## config.mk

```make
export PLATFORM = sky130hd
export DESIGN_NAME = alu_exec
export DESIGN_NICKNAME = d
export VERILOG_FILES = /design/src/rtl/alu_pkg.sv /design/src/rtl/alu_core.sv /design/src/rtl/alu_exec.sv
export SDC_FILE = /design/constraint.sdc
export NUM_CORES = 1
export LEC_CHECK = 0
export ABC_AREA = 1
export BUFFER_PORTS_ARGS = -buffer_cell sky130_fd_sc_hd__clkbuf_2
export CAP_MARGIN = 5
export CELL_PAD_IN_SITES_DETAIL_PLACEMENT = 0
export CELL_PAD_IN_SITES_GLOBAL_PLACEMENT = 1
export CORE_MARGIN = 2
export CORE_UTILIZATION = 42
export DETAILED_ROUTE_END_ITERATION = 8
export GPL_ROUTABILITY_DRIVEN = 0
export PLACE_DENSITY_LB_ADDON = 0.1
export SLEW_MARGIN = 20
export SYNTH_ARGS = -nofsm -noshare
export SYNTH_HDL_FRONTEND = slang
export SYNTH_SLANG_ARGS = --single-unit
export TNS_END_PERCENT = 50
```

## constraint.sdc

```tcl
create_clock -name clk -period 2.2 [get_ports clk]
set_input_delay 0.22 -clock clk [delete_from_list [all_inputs] [get_ports clk]]
set_output_delay 0.22 -clock clk [all_outputs]
set_load 0.05 [all_outputs]
```

## src/rtl/alu_pkg.sv

```systemverilog
// Shared definitions for the ALU execute unit: width, control codes and FSM states.
package alu_pkg;

  localparam int WIDTH = 32;

  localparam logic [3:0] ALU_AND = 4'b0000;
  localparam logic [3:0] ALU_OR  = 4'b0001;
  localparam logic [3:0] ALU_ADD = 4'b0010;
  localparam logic [3:0] ALU_XOR = 4'b0011;
  localparam logic [3:0] ALU_LUI = 4'b0101;
  localparam logic [3:0] ALU_SUB = 4'b0110;
  localparam logic [3:0] ALU_SLT = 4'b0111;
  localparam logic [3:0] ALU_SLL = 4'b1000;

  typedef enum logic [1:0] {
    ST_IDLE  = 2'd0,
    ST_SHIFT = 2'd1,
    ST_DONE  = 2'd2
  } state_e;

endpackage

```

## src/rtl/alu_core.sv

```systemverilog
// Combinational ALU datapath: (ctrl, a, b, shamt) -> (result, illegal).
// ALU_EXEC_FAST_SHIFT_EN selects a full barrel shifter for SLL.
module alu_core
  import alu_pkg::*;
#(
  parameter int W = alu_pkg::WIDTH
) (
  input  logic [3:0]   ctrl,
  input  logic [W-1:0] a,
  input  logic [W-1:0] b,
  input  logic [4:0]   shamt,
  output logic [W-1:0] result,
  output logic         illegal
);

  always_comb begin
    result  = '0;
    illegal = 1'b0;
    case (ctrl)
      ALU_AND: result = a & b;
      ALU_OR:  result = a | b;
      ALU_ADD: result = a + b;
      ALU_XOR: result = a ^ b;
      ALU_LUI: result = {b[15:0], {(W-16){1'b0}}};
      ALU_SUB: result = a - b;
      ALU_SLT: result = {{(W-1){1'b0}}, ($signed(a) < $signed(b))};
`ifdef ALU_EXEC_FAST_SHIFT_EN
      ALU_SLL: result = b << shamt;
`else
      // Nonzero shifts go through the serial path, so only shamt=0 lands here.
      ALU_SLL: result = (shamt == 5'd0) ? b : '0;
`endif
      default: illegal = 1'b1;
    endcase
  end

endmodule

```

## src/rtl/alu_exec.sv

```systemverilog
// Handshaked multi-cycle ALU execute unit with bit-serial SLL.
// Define ALU_EXEC_FAST_SHIFT_EN to make SLL single-cycle via a barrel shifter.
//
// state    | meaning
// ST_IDLE  | in_ready=1, waiting for a request
// ST_SHIFT | serial SLL in progress, one bit per cycle
// ST_DONE  | out_valid=1, result held until out_ready
module alu_exec
  import alu_pkg::*;
#(
  parameter int WIDTH = alu_pkg::WIDTH
) (
  input  logic             clk,
  input  logic             rst_n,
  input  logic             in_valid,
  output logic             in_ready,
  input  logic [3:0]       alu_ctrl,
  input  logic [WIDTH-1:0] op_a,
  input  logic [WIDTH-1:0] op_b,
  input  logic [4:0]       shamt,
  output logic             out_valid,
  input  logic             out_ready,
  output logic [WIDTH-1:0] result,
  output logic             zero,
  output logic             illegal
);

  state_e           state_q, state_d;
  logic [WIDTH-1:0] acc_q, acc_d;
  logic [4:0]       cnt_q, cnt_d;
  logic [WIDTH-1:0] result_q, result_d;
  logic             zero_q, zero_d;
  logic             illegal_q, illegal_d;

  logic [WIDTH-1:0] core_result;
  logic             core_illegal;
  logic             start_shift;
  logic [WIDTH-1:0] acc_shl;

  alu_core #(.W(WIDTH)) u_core (
    .ctrl    (alu_ctrl),
    .a       (op_a),
    .b       (op_b),
    .shamt   (shamt),
    .result  (core_result),
    .illegal (core_illegal)
  );

`ifdef ALU_EXEC_FAST_SHIFT_EN
  assign start_shift = 1'b0;
`else
  assign start_shift = (alu_ctrl == ALU_SLL) && (shamt != 5'd0);
`endif

  assign acc_shl = {acc_q[WIDTH-2:0], 1'b0};

  always_comb begin
    state_d   = state_q;
    acc_d     = acc_q;
    cnt_d     = cnt_q;
    result_d  = result_q;
    zero_d    = zero_q;
    illegal_d = illegal_q;
    case (state_q)
      ST_IDLE: begin
        if (in_valid) begin
          if (start_shift) begin
            acc_d   = op_b;
            cnt_d   = shamt;
            state_d = ST_SHIFT;
          end else begin
            result_d  = core_result;
            zero_d    = (core_result == '0);
            illegal_d = core_illegal;
            state_d   = ST_DONE;
          end
        end
      end
      ST_SHIFT: begin
        acc_d = acc_shl;
        cnt_d = cnt_q - 5'd1;
        // The edge that takes cnt to zero also publishes the final shifted value.
        if (cnt_q == 5'd1) begin
          result_d  = acc_shl;
          zero_d    = (acc_shl == '0);
          illegal_d = 1'b0;
          state_d   = ST_DONE;
        end
      end
      ST_DONE: begin
        if (out_ready) state_d = ST_IDLE;
      end
      default: state_d = ST_IDLE;
    endcase
  end

  always_ff @(posedge clk or negedge rst_n) begin
    if (!rst_n) begin
      state_q   <= ST_IDLE;
      acc_q     <= '0;
      cnt_q     <= '0;
      result_q  <= '0;
      zero_q    <= 1'b0;
      illegal_q <= 1'b0;
    end else begin
      state_q   <= state_d;
      acc_q     <= acc_d;
      cnt_q     <= cnt_d;
      result_q  <= result_d;
      zero_q    <= zero_d;
      illegal_q <= illegal_d;
    end
  end

  assign in_ready  = (state_q == ST_IDLE);
  assign out_valid = (state_q == ST_DONE);
  assign result    = result_q;
  assign zero      = zero_q;
  assign illegal   = illegal_q;

endmodule

```

==> results of run 1 <==
## power groups by stage
stage	clock, W	sequential [W]	combinational [W]
finish	0.00178	0.00241	0.00660
global route	0.00186	0.00248	0.00710
CTS	0.00180	0.00240	0.00603
detailed placement	0	0.00241	0.00578
global placement	0	0.00240	0.00571
floorplan	0	0.00335	0.00259
## metrics by stage
stage,cells,setup WS [ns]
2_1_floorplan,1793,0.00752
3_3_place_gp,2575,-0.888
3_5_place_dp,2575,-0.856
4_1_cts,2613,-0.0863
5_1_grt,2651,-0.205
6_report,2651,-0.117
## per-layer routing
| layer | GRT usage | vias up | share of wire |
|---|---|---|---|
| li1 | - | 6773 | - |
| met1 | 0.460 | 6458 | 0.40 |
| met2 | 0.589 | 635 | 0.45 |
| met3 | 0.0434 | 187 | 0.076 |
| met4 | 0.201 | 0 | 0.072 |
| met5 | 0 | - | 0 |
## final cells by class
class | instances | area, um2 | share of cell area
clock buffers | 12 | 267 | 0.0158
multi-input cells | 1357 | 8660 | 0.514
inverters | 304 | 1170 | 0.0695
repair buffers | 578 | 4440 | 0.264
well taps | 324 | 405 | 0.0241
clock inverters | 4 | 98.8 | 0.00587
flip-flops and latches | 72 | 1800 | 0.107
## path summary, 6_finish.rpt
kind,slack [ns],endpoint,start
min in group asynchronous,0.35,cnt_q[4]$_DFFE_PN0P_,rst_n
min reg2reg,0.48,result[31]$_DFFE_PN0P_,result[31]$_DFFE_PN0P_
max in group asynchronous,1.26,acc_q[16]$_DFFE_PN0P_,rst_n
max reg2reg,-0.01,zero$_DFFE_PN0P_,state_q[1]$_DFFE_PN0P_
max,-0.12,zero$_DFFE_PN0P_,op_b[3]
min,0.15,state_q[0]$_DFFE_PN0P_,in_valid
## Yosys cell counts (all sizes together), types with 6 or more instances
library cell / n
o221ai: 20
a31oi: 27
nor4: 6
inv: 303
o2111ai: 7
o21bai: 6
clkbuf: 14
o22ai: 13
nand3b: 9
dfrtp: 72
nor2: 204
nor3: 16
nand3: 134
nand2: 598
o21ai: 73
nand4: 16
o211ai: 18
buf: 46
ha: 110
a21oi: 77
## state kept, by name, summed over array words and instances (netlist names)
register  cells
zero          1
state_q       2
result       32
illegal       1
cnt_q         5
acc_q        31
## logic make-up after synthesis
kind of cell / count (synthesis) / synth area share
and+or+nand+nor: 987 / 0.397
buffers and inverters: 364 / 0.146
AOI/OAI and AO/OA: 254 / 0.147
adders and majority gates: 112 / 0.135
xor gates and xnor gates: 4 / 0.00334
DFF: 72 / 0.172
## critical path: cells and delay by family
kind | cells | cell delay [ns]
AND/OR/NAND/NOR | 10 | 1.17
buffers and inverters | 5 | 0.54
AO/OA/AOI/OAI | 3 | 0.43
adder cells (fa/ha/maj) | 1 | 0.23
## timing repair
item / 4_1_cts / 5_1_grt
setup endpoints to repair: 10 / 34
hold endpoints to repair: 27 / 0
setup buffers: 21 / 39
hold buffers: 1 / 0
pin swaps: 37 / 145
resized for setup: 138 / 371
==> results.toml, run 1 <==
[placement]
io_buffers = 112
place_area_um2 = 14300
dp_hpwl_um = 39200

[detailed_routing]
route.detailed.drc = 0
routedWlPerCell_um = 18.4
routed_via_density = 5.30
dr.pass1.iters = 5
first_iter_violations = 1229
routed_wirelength_um = 48900
vias = 14100
ant_nets = 0

[power]
clkPwrFrac = 0.165
switchingPower_w = 0.00523
p_seq_frac = 0.223
intPower_w = 0.00556
leakagePower_nw = 8.95
ir_drop_v = 0.000848
p_sw_frac = 0.485
power_frac_comb = 0.612
power_density_nw_per_um2 = 640
p_total_w = 0.0108

[setup_path]
critPathLaunchType = "primary input"
cp.required_ns = 2.47
max_stage_delay_ns = 0.23
cp_data_arrival_time_ns = 2.58
cp_max_fo = 5
crit_path_cell_trace = "buf_2 -> inv_2 -> ha_4 -> buf_6 -> buf_6 -> nor2_4 -> buf_6 -> nand2_4 -> a31oi_1 -> o21ai_1 -> nor2_2 -> nand2_1 -> nor2_1 -> nand2_1 -> nor2_2 -> nand3_2 -> nor2_1 -> nand2_1 -> a21oi_2"
critPathSlowestCell = "ha_4"
cp-end-kind = "flop"
ff2ff_path_depth = 14
critPathKind = "in -> reg"

[logic_synthesis]
synth_area_um2 = 10500
synth_top_area_share = 0.208
synth-edff-count = 0
syn_nets = 1982
ys_types = 44
syn_area_per_cell_um2 = 5.86
synth.area.top_cells = "nand2_1 (21%), dfrtp_1 (17%), ha_1 (13%)"
ys_ff_latch = 72
synthCells = 1793
async_flop_share = 1.00
ys_seq_area_frac = 0.172
yosysTopAreaCell = "nand2_1"
yosys_warnings = 0
synthFlopType = "dfrtp_1"

[sta]
finalSetupViolCount = 1
timing.final.ws_setup_ns = -0.117
period_minus_slack_ns = 2.32
maxSlewHeadroom = 0.545
period_share = 1.05
rsz0062_at_grt = "true"
hold_ws_ns = 0.153
finalHoldViolCount = 0
max_freq_mhz = 432
worst_slew_pin_slew_ns = 0.678
finalSetupTns_ns = -0.117
finalClockSkew_ns = 0.00491
slew_viol_final = 0

[final_layout]
fin_area_um2 = 16900
nNetsFinal = 2511
area_delta_synth_final_pct = 60.5
antenna_cells = 0
drive_above_1_share = 0.421
mostFrequentLayoutCells = "nand2_1 (495), buf_4 (426), inv_1 (231)"
final_common_cell = "nand2_1"
post-route-util = 0.689
n_fill_cell = 2183

[clock_network]
cts.sinks = 72
numCtsBuffers = 9
cts_max_level = 3
cts_buffer_depth = 2
worstSkewPairLatency_ns = 0.34
cts.reportedPaths.clkPinSlew_ns = 0.06
cts_tree = "done"
cts_root_buf = "clkbuf_16"

[global_routing]
grt_pass1_wl_um = 72800
antenna_found_initial = 0
grt_max_degree = 73
grt_use_total = 0.360
grt_pass1_vias = 13400
overflow = 0

[job]
max_cap_viol_count = 0

[floorplanning]
die_y_um = 162
rows = 57
die_w_um = 162
initial_utilization = 0.429
ios = 113
core_area_um2 = 24500
die-area_um2 = 26300

[hold_path]
hold_depth = 2
hold_class = "in -> reg"

[status]
failed_checks = "negative setup slack"
status = "complete, but fails checks"
No activity file was read; power rests on OpenSTA's default activity.
==> inputs of run 2 (changes only) <==
--- a/config.mk
+++ b/config.mk
@@ -15,6 +15,7 @@
 export DETAILED_ROUTE_END_ITERATION = 8
 export GPL_ROUTABILITY_DRIVEN = 0
 export PLACE_DENSITY_LB_ADDON = 0.1
+export SETUP_SLACK_MARGIN = 0.4
 export SLEW_MARGIN = 20
 export SYNTH_ARGS = -nofsm -noshare
 export SYNTH_HDL_FRONTEND = slang
==> run 2 against run 1 <==
Utilization is 4.0 points higher. Sequential share of layout area is 0.57 points lower. The run still ends with negative setup slack left. Maximum frequency grew 2.3%. Die area stayed put. Critical path type unchanged. Highest routed layer unchanged.
==> results.toml, run 2 (synthesis gave the netlist of run 1 again) <==
[setup_path]
critPathLaunchType = "primary input"
cp_max_fo = 4
r2r_start = "state_q[1]$_DFFE_PN0P_"
ff2ff_path_depth = 14
reg2reg_to = "zero$_DFFE_PN0P_"
rrSetupSlack_ns = 0.17
cp.required_ns = 2.47
cp-end-kind = "flop"
critPathKind = "in -> reg"
cp_data_arrival_time_ns = 2.54

[floorplanning]
initial_utilization = 0.429
ios = 113
die_y_um = 162
die-area_um2 = 26300
die_w_um = 162
core_area_um2 = 24500
rows = 57

[detailed_routing]
ant_nets = 0
routed_via_density = 5.53
routed_wirelength_um = 51200
vias = 14600
dr.pass1.iters = 6
first_iter_violations = 1687
route.detailed.drc = 0
routedWlPerCell_um = 19.4

[power]
ir_drop_v = 0.000872
switchingPower_w = 0.00569
p_seq_frac = 0.218
p_sw_frac = 0.503
clkPwrFrac = 0.132
power_frac_comb = 0.650
leakagePower_nw = 9.15
intPower_w = 0.00563
power_density_nw_per_um2 = 635

[global_routing]
grt_pass1_vias = 13600
grt_use_total = 0.367
antenna_found_initial = 0
grt_max_degree = 51
grt_pass1_wl_um = 74500
overflow = 0

[final_layout]
drive_above_1_share = 0.506
fin_area_um2 = 17800
antenna_cells = 0
area_delta_synth_final_pct = 69.8
final_common_cell = "nand2_1"
mostFrequentLayoutCells = "nand2_1 (403), buf_4 (364), inv_1 (185)"
largest_register_ffs = 32
multiInputGateArea_um2 = 9560
layout.area.seq_um2 = 1800
n_fill_cell = 1977
nNetsFinal = 2493

[clock_network]
cts.sinks = 72
worstSkewPairLatency_ns = 0.34
cts_max_level = 3
cts_tree = "done"
cts_root_buf = "clkbuf_16"
cts.reportedPaths.clkPinSlew_ns = 0.06
numCtsBuffers = 9
cts_buffer_depth = 2

[placement]
io_buffers = 112
dp_hpwl_um = 39100
place_ws_ns = -0.538
place_area_um2 = 14300

[sta]
period_minus_slack_ns = 2.27
finalHoldViolCount = 0
slew_viol_final = 0
finalClockSkew_ns = 0.0104
finalSetupViolCount = 1
rsz0062_at_grt = "true"
period_share = 1.03
maxSlewHeadroom = 0.460
hold_ws_ns = 0.150
worst_slew_pin_slew_ns = 0.804
timing.final.ws_setup_ns = -0.0653
max_freq_mhz = 441

[job]
max_cap_viol_count = 0

[status]
status = "complete, but fails checks"
failed_checks = "negative setup slack"

[hold_path]
hold_depth = 4
hold_class = "in -> reg"
hold_end = "state_q[1]$_DFFE_PN0P_"
min_from = "out_ready"
==> run 2: worst max-delay path, cell delays in order <==
cell       delay [ns]
clkbuf_16        0.12
ha_4             0.15
inv_4            0.04
fa_2             0.38
inv_4            0.10
nand3_4          0.08
nand3_4          0.09
nand2_1          0.06
nand3_1          0.07
nand3b_1         0.09
nor2_2           0.21
nand2_1          0.11
nor2_1           0.12
nand2_1          0.12
nor2_4           0.19
nand3_2          0.09
nor2_1           0.09
nand2_1          0.07
a21oi_2          0.13
==> run 2: layout make-up <==
class	instances	share of cell area
Multi-Input combinational cell	1357	0.536
Timing Repair Buffer	560	0.256
Sequential cell	72	0.101
Inverter	304	0.0674
Tap cell	324	0.0227
Clock buffer	12	0.0133
Clock inverter	4	0.00309
==> run 2: metal layers <==
layer  wire length, um  global-route usage  vias up
met1             20400               0.496     6785
met5                 0                   0        -
met2             22500               0.578      843
met4              3080               0.179        0
li1                  -                   -     6742
met3              5140              0.0498      190
==> run 2: repair_timing <==
item | CTS | global route
setup endpoints to repair | 32 | 66
hold buffers | 1 | 0
setup buffers | 53 | 34
resized for setup | 397 | 328
hold endpoints to repair | 40 | 0
gates cloned | 0 | 2
pin swaps | 138 | 149
==> run 2: stage by stage <==
stage	cells	util	setup TNS [ns]	total power [W]
after floorplan	1793	-	0	0.00613
after detailed placement	2527	0.583	-6.61	0.00829
after CTS	2597	0.673	0	0.0105
final	2633	0.729	-0.0653	0.0113
after global placement	2527	0.583	-5.96	0.00821
after global routing	2633	0.729	-0.160	0.0119
==> run 2: worst max-delay path by stage <==
stage | startpoint | to | slack (ns) | cells after the start
finish | op_b[0] | zero$_DFFE_PN0P_ | -0.07 | 19
global route | op_b[0] | zero$_DFFE_PN0P_ | -0.14 | 20
CTS | op_b[0] | zero$_DFFE_PN0P_ | 0.09 | 19
detailed placement | op_b[10] | zero$_DFFE_PN0P_ | -0.54 | 20
global placement | op_a[10] | zero$_DFFE_PN0P_ | -0.51 | 21
floorplan | op_a[0] | zero$_DFFE_PN0P_ | 0.21 | 18
==> run 2: power by group through the flow <==
stage | Sequential (W) | Clock (W) | Combinational (W)
3_3_place_gp | 0.00243 | 0 | 0.00577
2_1_floorplan | 0.00336 | 0 | 0.00277
6_report | 0.00247 | 0.00149 | 0.00737
4_1_cts | 0.00244 | 0.00151 | 0.00659
5_1_grt | 0.00254 | 0.00157 | 0.00781
3_5_place_dp | 0.00245 | 0 | 0.00584
==> inputs of run 3 (changes only) <==
--- a/config.mk
+++ b/config.mk
@@ -5,13 +5,12 @@
 export SDC_FILE = /design/constraint.sdc
 export NUM_CORES = 1
 export LEC_CHECK = 0
-export ABC_AREA = 1
 export BUFFER_PORTS_ARGS = -buffer_cell sky130_fd_sc_hd__clkbuf_2
 export CAP_MARGIN = 5
 export CELL_PAD_IN_SITES_DETAIL_PLACEMENT = 0
 export CELL_PAD_IN_SITES_GLOBAL_PLACEMENT = 1
 export CORE_MARGIN = 2
-export CORE_UTILIZATION = 42
+export CORE_UTILIZATION = 44
 export DETAILED_ROUTE_END_ITERATION = 8
 export GPL_ROUTABILITY_DRIVEN = 0
 export PLACE_DENSITY_LB_ADDON = 0.1
==> run 3 against run 2 <==
The flow still finishes with violations (negative setup slack). Setup slack worse by 0.61 ns. Flip-flop and latch count stayed put. Clock power hardly changed. Count of clock-buffer cells in the layout is 2 lower. First-iteration DRC count is 25% lower. Total power is 5.9% lower. Highest routed layer unchanged.
==> results.toml, run 3 <==
[global_routing]
grt_pass1_vias = 12600
grt_max_degree = 43
antenna_found_initial = 0
grt_use_total = 0.378
grt_pass1_wl_um = 69800
overflow = 0

[setup_path]
r2r_start = "cnt_q[1]$_DFFE_PN0P_"
ff2ff_path_depth = 10
cp-end-kind = "flop"
cp_data_arrival_time_ns = 3.16
cp_max_fo = 3
reg2reg_to = "zero$_DFFE_PN0P_"
rrSetupSlack_ns = -0.26
cp.required_ns = 2.48
startpoint = "op_a[0]"
critPathLaunchType = "primary input"
endpoint = "zero$_DFFE_PN0P_"
critPathKind = "in -> reg"

[logic_synthesis]
synthFlopType = "dfrtp_1"
syn_area_per_cell_um2 = 7.18
ys_seq_area_frac = 0.186
synth_area_um2 = 9680
ys_ff_latch = 72
yosys_warnings = 0
synthCells = 1348
ys_types = 87
synth_top_area_share = 0.186
yosysMostFrequentCell = "nand2_1"
synth.area.top_cells = "dfrtp_1 (19%), ha_1 (14%), a21oi_1 (6.6%)"
synth-edff-count = 0
yosysTopAreaCell = "dfrtp_1"
synth_common_cells = "nand2_1 (151), a21oi_1 (128), nor2_1 (126), ha_1 (110), inv_1 (109)"
async_flop_share = 1.00
syn_nets = 1537

[power]
leakagePower_nw = 7.75
ir_drop_v = 0.000576
power_density_nw_per_um2 = 638
p_total_w = 0.0107

[final_layout]
nNetsFinal = 2084
final_common_cell = "buf_4"
n_fill_cell = 1554
layout.area.seq_um2 = 1800
drive_above_1_share = 0.491
mostFrequentLayoutCells = "buf_4 (442), nand2_1 (145), nor2_1 (102)"
area_delta_synth_final_pct = 72.6
multiInputGateArea_um2 = 8800
largest_register_ffs = 32
post-route-util = 0.770

[sta]
finalClockSkew_ns = 0.00907
timing.final.ws_setup_ns = -0.678
max_freq_mhz = 347
finalHoldViolCount = 0
worst_slew_pin_slew_ns = 0.636
period_share = 1.31
maxSlewHeadroom = 0.575
rsz0062_at_grt = "true"
finalSetupTns_ns = -7.38
slew_viol_final = 0
finalSetupViolCount = 22
period_minus_slack_ns = 2.88

[status]
failed_checks = "negative setup slack"
status = "complete, but fails checks"

[detailed_routing]
vias = 13200
routed_wirelength_um = 47300
ant_nets = 0
route.detailed.drc = 0
routed_via_density = 6.07
routedWlPerCell_um = 21.7
dr.pass1.iters = 6
first_iter_violations = 1264

[placement]
dp_hpwl_um = 35400
place_ws_ns = -1.41
io_buffers = 112

[floorplanning]
die_y_um = 152
die_w_um = 152
die-area_um2 = 23200
initial_utilization = 0.446
ios = 113
rows = 54
core_area_um2 = 21700

[clock_network]
worstSkewPairLatency_ns = 0.35
cts_max_level = 3
cts_buffer_depth = 2
cts.sinks = 72
cts.reportedPaths.clkPinSlew_ns = 0.06
cts_tree = "done"
cts_root_buf = "clkbuf_16"
numCtsBuffers = 9

[job]
max_cap_viol_count = 0

[hold_path]
hold_class = "in -> reg"
run 3: cell types whose count changed after synthesis, moves of 17 or more:
cell and delta:
nand2_1 -432, inv_1 -183, nand3_1 -98, nor2_1 -60, a21oi_1 +56, a22oi_1 +38
clkbuf_1 +38, nor3_1 +30, o31ai_1 +20, mux2i_1 +17, o221ai_1 -17
run 3: worst min path at each step:
| stage | start | endpoint | slack (ns) | cells past startpoint |
|---|---|---|---|---|
| 6_report | op_b[28] | acc_q[28]$_DFFE_PN0P_ | 0.17 | 3 |
| 5_1_grt | op_b[28] | acc_q[28]$_DFFE_PN0P_ | 0.17 | 3 |
| 4_1_cts | op_b[28] | acc_q[28]$_DFFE_PN0P_ | 0.16 | 3 |
| 3_5_place_dp | rst_n | state_q[1]$_DFFE_PN0P_ | 0.24 | 1 |
| 3_3_place_gp | rst_n | state_q[1]$_DFFE_PN0P_ | 0.24 | 1 |
| 2_1_floorplan | rst_n | acc_q[0]$_DFFE_PN0P_ | -0.08 | 0 |
run 3: final cells by class:
type / count / area share
clock buffer: 10 / 0.0143
multi-input combinational: 1080 / 0.527
timing repair buffer: 621 / 0.297
sequential: 72 / 0.108
inverter: 111 / 0.0287
antenna: 1 / 0.000150
tap: 280 / 0.0210
clock inverter: 6 / 0.00404
run 3: metrics by stage:
step / instances / hold slack (ns) / area (um2)
floorplan: 1348 / -0.0756 / 10400
global placement: 2117 / 0.241 / 14400
detailed placement: 2117 / 0.244 / 14400
CTS: 2160 / 0.162 / 16000
global route: 2180 / 0.175 / 16700
finish: 2181 / 0.171 / 16700
run 3: per-layer routing:
layer  GRT usage  vias to the layer above  routed length (um)
met4       0.186                        0                2560
met5           0                        -                   0
li1            -                     6037                   -
met3      0.0785                      157                4540
met1       0.486                     6293               18600
met2       0.604                      757               21600
run 3: power breakdown:
group | leakage, nW | internal [W] | switching (W) | total, W
logic | 6.74 | 0.00273 | 0.00388 | 0.00661
registers | 0.867 | 0.00195 | 0.000595 | 0.00255
clock network | 0.145 | 0.000912 | 0.000596 | 0.00151
run 3: cells by family after synthesis:
group	count (synthesis)	synth area share
and+or+nand+nor	475	0.238
AOI/OAI and AO/OA	469	0.324
buffers and inverters	197	0.0824
adders and majority gates	112	0.146
DFF	72	0.186
muxes	18	0.0187
xor gates and xnor gates	5	0.00452
run 3: repair_timing:
action | in CTS | in global routing
buffers inserted | 23 | 19
gates resized for setup | 218 | 119
endpoints found under the hold margin | 41 | 0
hold buffers | 1 | 0
setup endpoints to repair | 59 | 60
pin swaps | 90 | 56
gates cloned | 3 | 1
run 3: worst max-delay path, stage by stage:
cell,delay (ns)
clkbuf_8,0.12
ha_4,0.13
inv_2,0.04
fa_2,0.42
nor2b_4,0.15
o2111ai_4,0.15
a21oi_2,0.22
o211ai_1,0.18
buf_4,0.18
and3_4,0.16
o32ai_4,0.09
nand3_1,0.12
nor4b_2,0.36
nand4_1,0.17
nor4_2,0.25
a31o_1,0.19
